## config.mk

```make
export PLATFORM = sky130hd
export DESIGN_NAME = cmerge3_sync_nodata
export DESIGN_NICKNAME = d
export VERILOG_FILES = /design/src/rtl/cmerge3_sync_nodata.sv
export SDC_FILE = /design/constraint.sdc
export NUM_CORES = 1
export LEC_CHECK = 0
export ABC_AREA = 0
export BUFFER_PORTS_ARGS = -buffer_cell sky130_fd_sc_hd__buf_2
export CAP_MARGIN = 20
export CELL_PAD_IN_SITES_DETAIL_PLACEMENT = 0
export CELL_PAD_IN_SITES_GLOBAL_PLACEMENT = 2
export CORE_AREA = 3 3 50 52
export CTS_CLUSTER_SIZE = 30
export DETAILED_ROUTE_END_ITERATION = 8
export DIE_AREA = 0 0 53 55
export GPL_TIMING_DRIVEN = 0
export PLACE_DENSITY_LB_ADDON = 0.1
export SKIP_LAST_GASP = 1
export SYNTH_ARGS = -nofsm -noshare
export SYNTH_HDL_FRONTEND = slang
export SYNTH_SLANG_ARGS = --single-unit
```

## constraint.sdc

```tcl
create_clock -name clk -period 2.5 [get_ports clk]
set_input_delay 0.5 -clock clk [delete_from_list [all_inputs] [get_ports clk]]
set_output_delay 0.5 -clock clk [all_outputs]
set_load 0.02 [all_outputs]
```

## src/rtl/cmerge3_sync_nodata.sv

```systemverilog
// Purpose : 3-to-1 round-robin merge of drive/free pulse handshakes onto one downstream channel.
// Latency : drive -> pending +1 cycle -> o_driveNext/o_select +2; i_freeNext -> o_freeK +1.
// Backpr. : one request in flight at a time; other sources wait in pend until the served one is freed.
//
// Ports:
//   clk, rstn                 clock, asynchronous active-low reset
//   i_drive0..2 / o_free0..2  per-source request pulse in, completion pulse out
//   o_driveNext / i_freeNext  downstream request pulse out, completion pulse in
//   o_select                  one-hot id of the source being served (0 when idle)
//   o_pending                 registered per-source pending flags
//   o_err                     sticky protocol-violation flag
module cmerge3_sync_nodata #(
   parameter int NUM_PORTS = 3   // port list is fixed; only 3 is meaningful
) (
   input  logic                 clk,
   input  logic                 rstn,
   input  logic                 i_drive0,
   input  logic                 i_drive1,
   input  logic                 i_drive2,
   output logic                 o_free0,
   output logic                 o_free1,
   output logic                 o_free2,
   output logic                 o_driveNext,
   input  logic                 i_freeNext,
   output logic [NUM_PORTS-1:0] o_select,
   output logic [NUM_PORTS-1:0] o_pending,
   output logic                 o_err
);

   localparam logic [0:0] ST_IDLE = 1'b0;
   localparam logic [0:0] ST_BUSY = 1'b1;

   logic [0:0]           state_q, state_d;
   logic [NUM_PORTS-1:0] pend_q, pend_d;
   logic [NUM_PORTS-1:0] sel_q, sel_d;
   logic [NUM_PORTS-1:0] free_q, free_d;
   logic [1:0]           last_q, last_d;
   logic [1:0]           serv_q, serv_d;
   logic                 drive_next_q, drive_next_d;
   logic                 err_q, err_d;

   logic [NUM_PORTS-1:0] req;
   logic [1:0]           cand0, cand1, cand2;
   logic [1:0]           win_idx;
   logic                 win_vld;
   logic [NUM_PORTS-1:0] win_oh;

   assign req = {i_drive2, i_drive1, i_drive0};

   // Round-robin pick: scan order starts one past the last served port.
   always_comb begin : rr_pick
      cand0 = 2'd0;
      cand1 = 2'd1;
      cand2 = 2'd2;
      case (last_q)
         2'd0: begin
            cand0 = 2'd1;
            cand1 = 2'd2;
            cand2 = 2'd0;
         end
         2'd1: begin
            cand0 = 2'd2;
            cand1 = 2'd0;
            cand2 = 2'd1;
         end
         default: ;
      endcase

      win_vld = |pend_q;
      if (pend_q[cand0]) begin
         win_idx = cand0;
      end else if (pend_q[cand1]) begin
         win_idx = cand1;
      end else begin
         win_idx = cand2;
      end

      case (win_idx)
         2'd0:    win_oh = 3'b001;
         2'd1:    win_oh = 3'b010;
         default: win_oh = 3'b100;
      endcase
   end

   always_comb begin : next_state
      state_d      = state_q;
      pend_d       = pend_q;
      sel_d        = sel_q;
      free_d       = '0;
      drive_next_d = 1'b0;
      last_d       = last_q;
      serv_d       = serv_q;
      err_d        = err_q;

      // A drive on an already-pending (or in-service) port, or a completion
      // with nothing outstanding, is a protocol violation.
      if ((|(req & pend_q)) || (i_freeNext && (state_q == ST_IDLE))) begin
         err_d = 1'b1;
      end

      case (state_q)
         ST_IDLE: begin
            if (win_vld) begin
               state_d      = ST_BUSY;
               sel_d        = win_oh;
               serv_d       = win_idx;
               drive_next_d = 1'b1;
            end
         end
         default: begin
            if (i_freeNext) begin
               state_d = ST_IDLE;
               free_d  = sel_q;
               pend_d  = pend_q & ~sel_q;
               last_d  = serv_q;
               sel_d   = '0;
            end
         end
      endcase

      // Only drives on ports that were clear this cycle are recorded; a drive
      // landing on a port whose completion happens now is still a duplicate.
      pend_d = pend_d | (req & ~pend_q);
   end

   always_ff @(posedge clk or negedge rstn) begin
      if (!rstn) begin
         state_q      <= ST_IDLE;
         pend_q       <= '0;
         sel_q        <= '0;
         free_q       <= '0;
         last_q       <= 2'd2;   // port 0 gets first priority out of reset
         serv_q       <= 2'd0;
         drive_next_q <= 1'b0;
         err_q        <= 1'b0;
      end else begin
         state_q      <= state_d;
         pend_q       <= pend_d;
         sel_q        <= sel_d;
         free_q       <= free_d;
         last_q       <= last_d;
         serv_q       <= serv_d;
         drive_next_q <= drive_next_d;
         err_q        <= err_d;
      end
   end

   assign o_free0     = free_q[0];
   assign o_free1     = free_q[1];
   assign o_free2     = free_q[2];
   assign o_driveNext = drive_next_q;
   assign o_select    = sel_q;
   assign o_pending   = pend_q;
   assign o_err       = err_q;

endmodule

```

==> tab_implementation.tex, run 1 <==
\begin{tabular}{lr}
\hline
Metric & Value \\
\hline
\multicolumn{2}{l}{\textbf{Floorplanning}} \\
FP Rows & 17 \\
Die W & 53 µm \\
Core ar. & 2150 µm² \\
Number of primary I/O pins & 17 \\
Vertical extent of the die & 55 µm \\
Die area & 2920 µm² \\
Starting Density & 0.294 \\
\multicolumn{2}{l}{\textbf{Run}} \\
Maxcap violations & 0 \\
\multicolumn{2}{l}{\textbf{Worst setup path}} \\
Critical-path cell with the highest stage delay & sky130\_fd\_sc\_hd\_\_dfrtp\_1 \\
Worst reg2reg startpoint & state\_q\$\_DFF\_PN0\_ \\
Data arrival, critical path & approximately 1.0 ns \\
Ordered list of cells on the worst path & buf\_2 \\
Crit path from & o\_pending[1]\$\_DFF\_PN0\_ \\
Critical Path Max Stage Delay & approximately 0.53 ns \\
Total buffers and inverters traversed by the critical path & 1 \\
Worst setup SP type & flip-flop \\
Worst flop-to-flop path endpoint & last\_q[0]\$\_DFFE\_PN0P\_ \\
R2r worst-path depth & 2 \\
Data required time at the worst endpoint & about 2.0 ns \\
CP delay by family, top & flip-flops \\
Crit path depth & 1 \\
Largest fanout of any net on the critical path & 8 \\
CP Class & flip-flop to output port \\
Setup slack, reg-to-reg & between 1 and 1.5 ns \\
Worst setup path endpoint & o\_pending[1] \\
Kind of capture point of the worst setup path & output port \\
\multicolumn{2}{l}{\textbf{Yosys}} \\
Synth cell types & 22 \\
Combinational family with the most area after synthesis & compound AO/OA/AOI/OAI gates \\
Total of flip-flops plus latches after synthesis & 16 \\
Dominant cell by count in the synthesized netlist & sky130\_fd\_sc\_hd\_\_dfrtp\_1 \\
Adder-cell share of the synthesized area & 0 \\
Total nets after synthesis & between 60 and 70 \\
Warnings, synthesis & 0 \\
Number of flops mapped to enable cells by yosys & 0 \\
Top cells by area in the synthesized netlist & sky130\_fd\_sc\_hd\_\_dfrtp\_1 59\%, sky130\_fd\_sc\_hd\_\_a21oi\_1 4.8\%, sky130\_fd\_sc\_hd\_\_dfstp\_2 4.2\%, sky130\_fd\_sc\_hd\_\_mux2\_2 3.6\%, sky130\_fd\_sc\_hd\_\_nand2\_1 3.6\% \\
Sequential fraction of the synthesis area & 0.636 \\
Ranking of synthesized cells by instance count & 15 x sky130\_fd\_sc\_hd\_\_dfrtp\_1, 6 x sky130\_fd\_sc\_hd\_\_a21oi\_1, 6 x sky130\_fd\_sc\_hd\_\_nand2\_1, 4 x sky130\_fd\_sc\_hd\_\_nor2\_1 \\
Synthesized-area fraction occupied by ao, oa, aoi and oai cells & 0.150 \\
Post-Synth Simple-Gate Area & 0.145 \\
Async set-reset flop share out of synthesis & 1.00 \\
Commonest register cell after synthesis & sky130\_fd\_sc\_hd\_\_dfrtp\_1 \\
Mean area per synthesized cell & 11.5 µm² \\
Netlist area before placement & approximately 630 µm² \\
Parity-gate share of the synthesized area counting xor and xnor cells & 0 \\
Cell accounting for the most synthesized area & sky130\_fd\_sc\_hd\_\_dfrtp\_1 \\
Fraction of synthesized area in multiplexers & 0.0515 \\
Share of Yosys cell area claimed by the top area cell type & 0.594 \\
Gate Count Post-Synth & 55 \\
\multicolumn{2}{l}{\textbf{Pwr}} \\
VDD IR-drop max & 0.360 mV \\
Internal power component & between 0.5 and 0.6 mW \\
Switching portion of total power & 0.348 \\
Pwr dens & approximately 1000 nW/µm² \\
Final total power & slightly below 0.8 mW \\
Switching power of the nets & $\sim$0.27 mW \\
Portion of total power attributed to combinational logic & 0.276 \\
Sequential cell fraction of total power & 0.503 \\
Leakage power summed over all cells & $\sim$0.38 nW \\
Portion of total power attributed to the clock network & 0.221 \\
\multicolumn{2}{l}{\textbf{Route}} \\
Antenna violation net count after detailed routing & 0 \\
DR vias/cell & approximately 4.8 \\
Drt pass-1 iters & 4 \\
Final wirelength & roughly 1400 µm \\
Violation count after the first detailed-route iteration & 9 \\
Average wire per standard cell & about 14 µm \\
Number of remaining DRC errors & 0 \\
Total number of vias & a little under 500 \\
\multicolumn{2}{l}{\textbf{Clocking}} \\
CTS Hold Bufs & 0 \\
Post-CTS setup buffers & 0 \\
CTS tree & built \\
Clock buffer count from CTS & 3 \\
Maximum root-to-sink buffer count & 2 \\
Clock-pin slew on the worst setup and hold paths & 0.10 ns \\
Root cell of the clock tree & sky130\_fd\_sc\_hd\_\_clkbuf\_4 \\
Number of sinks handled by clock tree synthesis & 16 \\
Clock H-tree levels & 1 \\
Post-cts repair resize count & 0 \\
Worst-skew pair later-pin latency & approximately 0.28 ns \\
\multicolumn{2}{l}{\textbf{Global routing}} \\
Wire length of the first global-routing pass & 2280 µm \\
Via count of the first global-routing pass & between 400 and 500 \\
Overall routing resource usage & 0.114 \\
Initial antenna violation count & 0 \\
Total congestion overflow after global routing & 0 \\
Pin count of the biggest net entering global routing & 17 \\
\multicolumn{2}{l}{\textbf{Finish}} \\
Final Util & 0.365 \\
Area overhead of the layout relative to synthesis & 24.0\% \\
Layout cells sized above 1 & 0.347 \\
Diode count & 0 \\
Post-route non-filler standard cell count & 103 \\
Count of fill cells added during filler insertion & approximately 230 \\
Number of nets at the end of the flow & slightly above 80 \\
\multicolumn{2}{l}{\textbf{Timing}} \\
Share of the clock period used by the worst path & 0.615 \\
Final sum of negative setup slack & 0 ns \\
F\_max & 0.650 GHz \\
Final hold violation count & 0 \\
Fin crit period & 1.54 ns \\
Final setup skew & 0.00386 ns \\
Final worst setup slack & 0.962 ns \\
Setup repair after global routing missed its margin & no \\
Slew Viols, Final & 0 \\
Slew at the pin with the worst max-slew slack & around 0.37 ns \\
Final setup violation count & 0 \\
Tightest slew margin relative to the limit & 0.756 \\
\multicolumn{2}{l}{\textbf{Place}} \\
GP Congestion & approximately 0.7 \\
Port-buffer cells & 16 \\
Placed cell count & 99 \\
Pre-CTS worst setup slack & $\sim$1.2 ns \\
Detailed placement HPWL & $\sim$1100 µm \\
\multicolumn{2}{l}{\textbf{Hold path}} \\
HP Class & input port to async pin \\
\multicolumn{2}{l}{\textbf{Outcome}} \\
Result of the run & complete, no violations \\
\hline
\end{tabular}
## flip-flops by register name, indices dropped and copies added, names as in the netlist
name and flops:
o_driveNext 1, o_err 1, o_pending 3, o_select 3
serv_q 2, free_q 3, last_q 2, state_q 1
## metrics by stage
step                      hold slack (ns)  instance area [µm²]
after floorplan                     0.204                  632
final                               0.110                  783
after global routing                0.126                  783
after detailed placement            0.433                  747
after global placement              0.435                  747
after CTS                           0.108                  783
## per-layer routing
metal | part of all wire | track usage | up-vias
li1 | - | - | 239
met1 | 0.49 | 0.140 | 240
met2 | 0.44 | 0.182 | 15
met3 | 0.069 | 0.0295 | 2
met4 | 0.0056 | 0.0638 | 0
met5 | 0 | 0 | -
## layout by cell type, fill, tap and decap left out, types with 2 or more instances in the layout
master,instances
sky130_fd_sc_hd__clkbuf_4,3
sky130_fd_sc_hd__nand2_1,6
sky130_fd_sc_hd__o21ai_0,3
sky130_fd_sc_hd__and3_1,3
sky130_fd_sc_hd__inv_1,2
sky130_fd_sc_hd__mux2_2,2
sky130_fd_sc_hd__a21oi_1,6
sky130_fd_sc_hd__nor2_1,4
sky130_fd_sc_hd__buf_2,16
sky130_fd_sc_hd__dfrtp_1,15
## power groups by stage
stage / Sequential [mW] / Combinational (mW) / Clock [mW]
after detailed placement: 0.397 / 0.217 / 0
after global placement: 0.398 / 0.218 / 0
after floorplan: 0.427 / 0.104 / 0
after CTS: 0.392 / 0.217 / 0.180
after global routing: 0.402 / 0.239 / 0.190
final: 0.391 / 0.215 / 0.172
## cell families (layout without fill, tap and decap cells)
family | count (synthesis) | in the layout
AOI/OAI and AO/OA | 15 | 15
buffers and inverters | 3 | 23
DFF | 16 | 16
muxes | 3 | 3
and+or+nand+nor | 18 | 18
## layout make-up
type / instances / area [µm²] / share of cell area
clock buffers: 4 / 36.3 / 0.0463
inverters: 3 / 11.3 / 0.0144
multi-input cells: 36 / 219 / 0.280
flip-flops and latches: 16 / 402 / 0.513
well taps: 28 / 35.0 / 0.0447
repair buffers: 16 / 80.1 / 0.102
## how the worst min path moves through the flow
stage,startpoint,to,slack [ns],cells after the start
2_1_floorplan,rstn,free_q[0]$_DFF_PN0_,0.20,0
3_3_place_gp,rstn,free_q[0]$_DFF_PN0_,0.43,1
3_5_place_dp,rstn,free_q[0]$_DFF_PN0_,0.43,1
4_1_cts,rstn,free_q[0]$_DFF_PN0_,0.11,1
5_1_grt,rstn,o_pending[0]$_DFF_PN0_,0.13,1
6_report,rstn,free_q[0]$_DFF_PN0_,0.11,1
Power figures use the tool's default switching activity.
==> inputs of run 2 (changes only) <==
Settings changed: CORE_AREA 3 3 50 52 to 3 3 53 55, DIE_AREA 0 0 53 55 to 0 0 56 58.
Clock period 2.5 ns to 1.4 ns, I/O delays scaled along.
==> run 2 against run 1 <==
Effect of this change:
- wire length rose by 6.5%
- cell count up 2.9%
- global-route usage decreased by 1.2 points
- clock skew rose by 0.0017 ns
- critical path type unchanged
- largest power group unchanged
- critical endpoint unchanged
- first-iteration DRC count grew 56%
- power increased by 80%
- die area rose by 11%
==> tab_implementation.tex, run 2 (synthesis gave the netlist of run 1 again) <==
\begin{tabular}{lr}
\hline
Metric & Value \\
\hline
\multicolumn{2}{l}{\textbf{Floorplanning}} \\
Number of primary I/O pins & 17 \\
Core ar. & roughly 2400 µm² \\
Vertical extent of the die & 58 µm \\
FP Rows & 18 \\
Die W & 56 µm \\
Die area & approximately 3200 µm² \\
Starting Density & 0.260 \\
\multicolumn{2}{l}{\textbf{Worst setup path}} \\
Data arrival, critical path & 1.00 ns \\
Critical Path Max Stage Delay & 0.49 ns \\
Ordered list of cells on the worst path & buf\_2 \\
Largest fanout of any net on the critical path & 8 \\
Total buffers and inverters traversed by the critical path & 1 \\
Critical-path cell with the highest stage delay & sky130\_fd\_sc\_hd\_\_dfrtp\_1 \\
Worst flop-to-flop path endpoint & last\_q[0]\$\_DFFE\_PN0P\_ \\
Worst reg2reg startpoint & state\_q\$\_DFF\_PN0\_ \\
Crit path from & o\_pending[1]\$\_DFF\_PN0\_ \\
CP Class & flip-flop to output port \\
Worst setup SP type & flip-flop \\
R2r worst-path depth & 2 \\
CP delay by family, top & flip-flops \\
Kind of capture point of the worst setup path & output port \\
Data required time at the worst endpoint & 1.12 ns \\
Setup slack, reg-to-reg & about 0.17 ns \\
\multicolumn{2}{l}{\textbf{Hold path}} \\
Endpoint of the worst hold-timing path & o\_err\$\_DFFE\_PN0P\_ \\
Hold path depth & 3 \\
HP Class & input port to flip-flop \\
Startpoint of the lowest-slack hold path & i\_drive0 \\
\multicolumn{2}{l}{\textbf{Route}} \\
Violation count after the first detailed-route iteration & 14 \\
Number of remaining DRC errors & 0 \\
Average wire per standard cell & roughly 14 µm \\
Drt pass-1 iters & 4 \\
DR vias/cell & roughly 4.6 \\
Total number of vias & roughly 490 \\
Final wirelength & around 1500 µm \\
Antenna violation net count after detailed routing & 0 \\
\multicolumn{2}{l}{\textbf{Clocking}} \\
Clock H-tree levels & 1 \\
CTS tree & built \\
Root cell of the clock tree & sky130\_fd\_sc\_hd\_\_clkbuf\_4 \\
Maximum root-to-sink buffer count & 2 \\
Number of sinks handled by clock tree synthesis & 16 \\
Clock-pin slew on the worst setup and hold paths & 0.10 ns \\
Clock buffer count from CTS & 3 \\
Worst-skew pair later-pin latency & $\sim$0.29 ns \\
\multicolumn{2}{l}{\textbf{Place}} \\
Port-buffer cells & 16 \\
Detailed placement HPWL & around 1100 µm \\
GP Congestion & between 0.7 and 0.8 \\
Placed cell count & around 100 \\
Instance area at placement & approximately 750 µm² \\
Pre-CTS worst setup slack & around 0.18 ns \\
\multicolumn{2}{l}{\textbf{Timing}} \\
F\_max & 0.780 GHz \\
Fin crit period & 1.28 ns \\
Slew Viols, Final & 0 \\
Final setup skew & approximately 0.0056 ns \\
Final worst setup slack & 0.118 ns \\
Share of the clock period used by the worst path & 0.916 \\
Hold Slack & between 0.2 and 0.25 ns \\
Final sum of negative setup slack & 0 ns \\
Final hold violation count & 0 \\
Final setup violation count & 0 \\
Setup repair after global routing missed its margin & no \\
Slew at the pin with the worst max-slew slack & between 0.3 and 0.4 ns \\
Tightest slew margin relative to the limit & 0.758 \\
\multicolumn{2}{l}{\textbf{Finish}} \\
Layout cells sized above 1 & 0.355 \\
Most common cell after layout, fill and taps aside & sky130\_fd\_sc\_hd\_\_buf\_2 \\
Number of nets at the end of the flow & 83 \\
Diode count & 0 \\
Post-route non-filler standard cell count & 106 \\
Count of fill cells added during filler insertion & around 280 \\
Most frequent cells in the layout & 16 x sky130\_fd\_sc\_hd\_\_buf\_2, 14 x sky130\_fd\_sc\_hd\_\_dfrtp\_1, 6 x sky130\_fd\_sc\_hd\_\_a21oi\_1, 6 x sky130\_fd\_sc\_hd\_\_nand2\_1, 4 x sky130\_fd\_sc\_hd\_\_nor2\_1 \\
Final standard cell area without fillers & 797 µm² \\
Area overhead of the layout relative to synthesis & 26.1\% \\
Final Util & 0.328 \\
\multicolumn{2}{l}{\textbf{Global routing}} \\
Overall routing resource usage & 0.102 \\
Via count of the first global-routing pass & 480 \\
Wire length of the first global-routing pass & 2500 µm \\
Pin count of the biggest net entering global routing & 17 \\
Initial antenna violation count & 0 \\
Total congestion overflow after global routing & 0 \\
\multicolumn{2}{l}{\textbf{Pwr}} \\
VDD IR-drop max & around 0.73 mV \\
Final total power & 1.40 mW \\
Switching portion of total power & 0.351 \\
Switching power of the nets & 0.493 mW \\
Portion of total power attributed to combinational logic & 0.277 \\
Leakage power summed over all cells & about 0.38 nW \\
Sequential cell fraction of total power & 0.498 \\
Internal power component & about 0.91 mW \\
Pwr dens & 1760 nW/µm² \\
Portion of total power attributed to the clock network & 0.225 \\
\multicolumn{2}{l}{\textbf{Run}} \\
Maxcap violations & 0 \\
\multicolumn{2}{l}{\textbf{Outcome}} \\
Result of the run & complete, no violations \\
\hline
\end{tabular}
run 2: worst max-delay path by stage:
stage                                       end  cells past startpoint  slack (ns)
after global routing               o_pending[1]                      1        0.04
after CTS                          o_pending[0]                      1        0.04
after global placement    last_q[0]$_DFFE_PN0P_                      2        0.17
after floorplan           serv_q[1]$_DFFE_PN0P_                      3        0.30
after detailed placement  last_q[0]$_DFFE_PN0P_                      2        0.18
final                              o_pending[1]                      1        0.12
run 2: metal layers:
metal  GRT usage  vias up  routed length (µm)
met4      0.0203        0                  10
met3      0.0512        2                  97
met2       0.144       14                 679
li1            -      239                   -
met5           0        -                   0
met1       0.142      232                 747
run 2: power groups by stage:
stage                     combinational [mW]  clock (mW)  sequential, mW
final                                  0.388       0.316           0.700
after global routing                   0.429       0.357           0.724
after CTS                              0.394       0.329           0.703
after detailed placement               0.388           0           0.714
after global placement                 0.391           0           0.712
after floorplan                        0.185           0           0.763
run 2: layout make-up:
class,instances,area [µm²],share of cell area
multi-input cells,36,219,0.275
well taps,30,37.5,0.0471
repair buffers,17,90.1,0.113
clock buffers,4,36.3,0.0455
flip-flops and latches,16,403,0.505
inverters,3,11.3,0.0141
run 2: what timing repair did:
action                                  4_1_cts  5_1_grt
endpoints found under the setup margin        0        1
setup buffers                                 0        0
resized for setup                             0        1
hold buffers                                  1        0
hold endpoints to repair                     15        0
==> inputs of run 3 (changes only) <==
Settings changed: CORE_AREA 3 3 53 55 to 3 3 50 52, CTS_BUF_LIST set to sky130_fd_sc_hd__clkbuf_8, DIE_AREA 0 0 56 58 to 0 0 53 55.
Clock period 1.4 ns to 1.65 ns, I/O delays scaled along.
==> run 3 against run 2 <==
Effect of this change:
- cell count is 1.9% lower
- via count is 2.5% higher
- sequential share of layout area is 1.1 points lower
- clock skew is 0.0036 ns lower
- sequential power is 15% lower
- critical path type unchanged
- flip-flop and latch count stayed put
- first-iteration DRC count is 36% lower
- global-route usage is 1.3 points higher
- clock-buffer cell count stayed put
- power is 9.8% lower
- register-to-register slack better by 0.26 ns
- critical path depth stayed put
==> tab_implementation.tex, run 3 (synthesis gave the netlist of run 1 again) <==
\begin{tabular}{lr}
\hline
Metric & Value \\
\hline
\multicolumn{2}{l}{\textbf{Clocking}} \\
Root cell of the clock tree & sky130\_fd\_sc\_hd\_\_clkbuf\_8 \\
CTS tree & built \\
Post-CTS setup buffers & 0 \\
Worst-skew pair later-pin latency & 0.25 ns \\
Clock buffer count from CTS & 3 \\
Clock H-tree levels & 1 \\
Number of sinks handled by clock tree synthesis & 16 \\
Clock-pin slew on the worst setup and hold paths & 0.06 ns \\
Maximum root-to-sink buffer count & 2 \\
\multicolumn{2}{l}{\textbf{Route}} \\
Total number of vias & 499 \\
Violation count after the first detailed-route iteration & 9 \\
Average wire per standard cell & $\sim$14 µm \\
Drt pass-1 iters & 4 \\
DR vias/cell & 4.80 \\
Final wirelength & approximately 1400 µm \\
Number of remaining DRC errors & 0 \\
Antenna violation net count after detailed routing & 0 \\
\multicolumn{2}{l}{\textbf{Global routing}} \\
Total congestion overflow after global routing & 0 \\
Pin count of the biggest net entering global routing & 17 \\
Initial antenna violation count & 0 \\
Wire length of the first global-routing pass & 2310 µm \\
Via count of the first global-routing pass & slightly below 500 \\
Overall routing resource usage & 0.115 \\
\multicolumn{2}{l}{\textbf{Worst setup path}} \\
Worst setup SP type & flip-flop \\
CP Class & flip-flop to output port \\
Data required time at the worst endpoint & approximately 1.3 ns \\
Critical Path Max Stage Delay & just over 0.5 ns \\
Kind of capture point of the worst setup path & output port \\
Data arrival, critical path & 0.99 ns \\
Ordered list of cells on the worst path & buf\_2 \\
CP delay by family, top & flip-flops \\
Total buffers and inverters traversed by the critical path & 1 \\
Critical-path cell with the highest stage delay & sky130\_fd\_sc\_hd\_\_dfrtp\_1 \\
Largest fanout of any net on the critical path & 8 \\
\multicolumn{2}{l}{\textbf{Floorplanning}} \\
Die area & between 2000 and 3000 µm² \\
Number of primary I/O pins & 17 \\
Die W & 53 µm \\
Vertical extent of the die & around 55 µm \\
Core ar. & approximately 2100 µm² \\
Starting Density & 0.294 \\
FP Rows & 17 \\
\multicolumn{2}{l}{\textbf{Pwr}} \\
Leakage power summed over all cells & around 0.39 nW \\
VDD IR-drop max & 0.607 mV \\
Pwr dens & 1560 nW/µm² \\
\multicolumn{2}{l}{\textbf{Finish}} \\
Most common cell after layout, fill and taps aside & sky130\_fd\_sc\_hd\_\_buf\_2 \\
Layout cells sized above 1 & 0.342 \\
Number of nets at the end of the flow & between 80 and 90 \\
Diode count & 0 \\
Final Util & 0.378 \\
Final standard cell area without fillers & approximately 800 µm² \\
Most frequent cells in the layout & 16 x sky130\_fd\_sc\_hd\_\_buf\_2, 15 x sky130\_fd\_sc\_hd\_\_dfrtp\_1, 6 x sky130\_fd\_sc\_hd\_\_a21oi\_1, 6 x sky130\_fd\_sc\_hd\_\_nand2\_1 \\
Post-route non-filler standard cell count & 104 \\
Area overhead of the layout relative to synthesis & 28.5\% \\
\multicolumn{2}{l}{\textbf{Place}} \\
Port-buffer cells & 16 \\
Instance area at placement & approximately 750 µm² \\
Detailed placement HPWL & roughly 1100 µm \\
GP Congestion & between 0.7 and 0.8 \\
Placed cell count & just under 100 \\
\multicolumn{2}{l}{\textbf{Timing}} \\
Final setup skew & roughly 0.002 ns \\
Hold Slack & 0.319 ns \\
Slew Viols, Final & 0 \\
Final setup violation count & 0 \\
Final hold violation count & 0 \\
F\_max & 0.758 GHz \\
Setup repair after global routing missed its margin & no \\
Share of the clock period used by the worst path & 0.799 \\
Slew at the pin with the worst max-slew slack & 0.363 ns \\
Tightest slew margin relative to the limit & 0.758 \\
Fin crit period & around 1.3 ns \\
Final sum of negative setup slack & 0 ns \\
\multicolumn{2}{l}{\textbf{Outcome}} \\
Result of the run & complete, no violations \\
\multicolumn{2}{l}{\textbf{Run}} \\
Maxcap violations & 0 \\
\multicolumn{2}{l}{\textbf{Hold path}} \\
HP Class & input port to flip-flop \\
\hline
\end{tabular}
-- run 3: area by class of cell --
cell class | instances | area, µm²
Fill cell | 224 | 1340
Multi-Input combinational cell | 36 | 219
Inverter | 3 | 11.3
Sequential cell | 16 | 402
Clock buffer | 4 | 55.1
Timing Repair Buffer | 17 | 90.1
Tap cell | 28 | 35.0
-- run 3: path summary, 6_finish.rpt --
kind                                   startpoint                     to  slack, ns  depth (start not counted)
max                        o_pending[1]$_DFF_PN0_           o_pending[1]       0.33                          1
min                                      i_drive0      o_err$_DFFE_PN0P_       0.32                          3
max reg2reg                     state_q$_DFF_PN0_  last_q[0]$_DFFE_PN0P_       0.43                          2
min reg2reg                     o_err$_DFFE_PN0P_      o_err$_DFFE_PN0P_       0.46                          2
max in group asynchronous                    rstn  last_q[1]$_DFFE_PN1P_       0.82                          2
min in group asynchronous                    rstn    free_q[0]$_DFF_PN0_       0.53                          2
-- run 3: worst reg2reg max path, cell delays in order, from the launching register on --
cell and delay [ns]:
sky130_fd_sc_hd__dfrtp_1 0.51, sky130_fd_sc_hd__and2_1 0.25, sky130_fd_sc_hd__mux2_2 0.34
-- run 3: report_power, final --
group	switching, mW	internal (mW)
combinational	0.187	0.140
clock	0.134	0.211
sequential	0.0964	0.497
-- run 3: what timing repair did --
| item | 4_1_cts | 5_1_grt |
|---|---|---|
| gates resized for setup | 0 | 0 |
| hold buffers | 1 | 0 |
| hold endpoints to repair | 15 | 0 |
-- run 3: per-stage QoR --
step	power [mW]	setup slack, ns
2_1_floorplan	0.805	0.550
3_3_place_gp	0.933	0.446
3_5_place_dp	0.930	0.443
4_1_cts	1.28	0.319
5_1_grt	1.35	0.297
6_report	1.27	0.331
-- run 3: routing by layer --
layer | GRT usage | wire length [µm] | vias up | share of wire
met4 | 0.0638 | 6 | 0 | 0.0042
li1 | - | - | 239 | -
met5 | 0 | 0 | - | 0
met1 | 0.140 | 681 | 235 | 0.47
met2 | 0.186 | 625 | 23 | 0.43
met3 | 0.0295 | 129 | 2 | 0.089
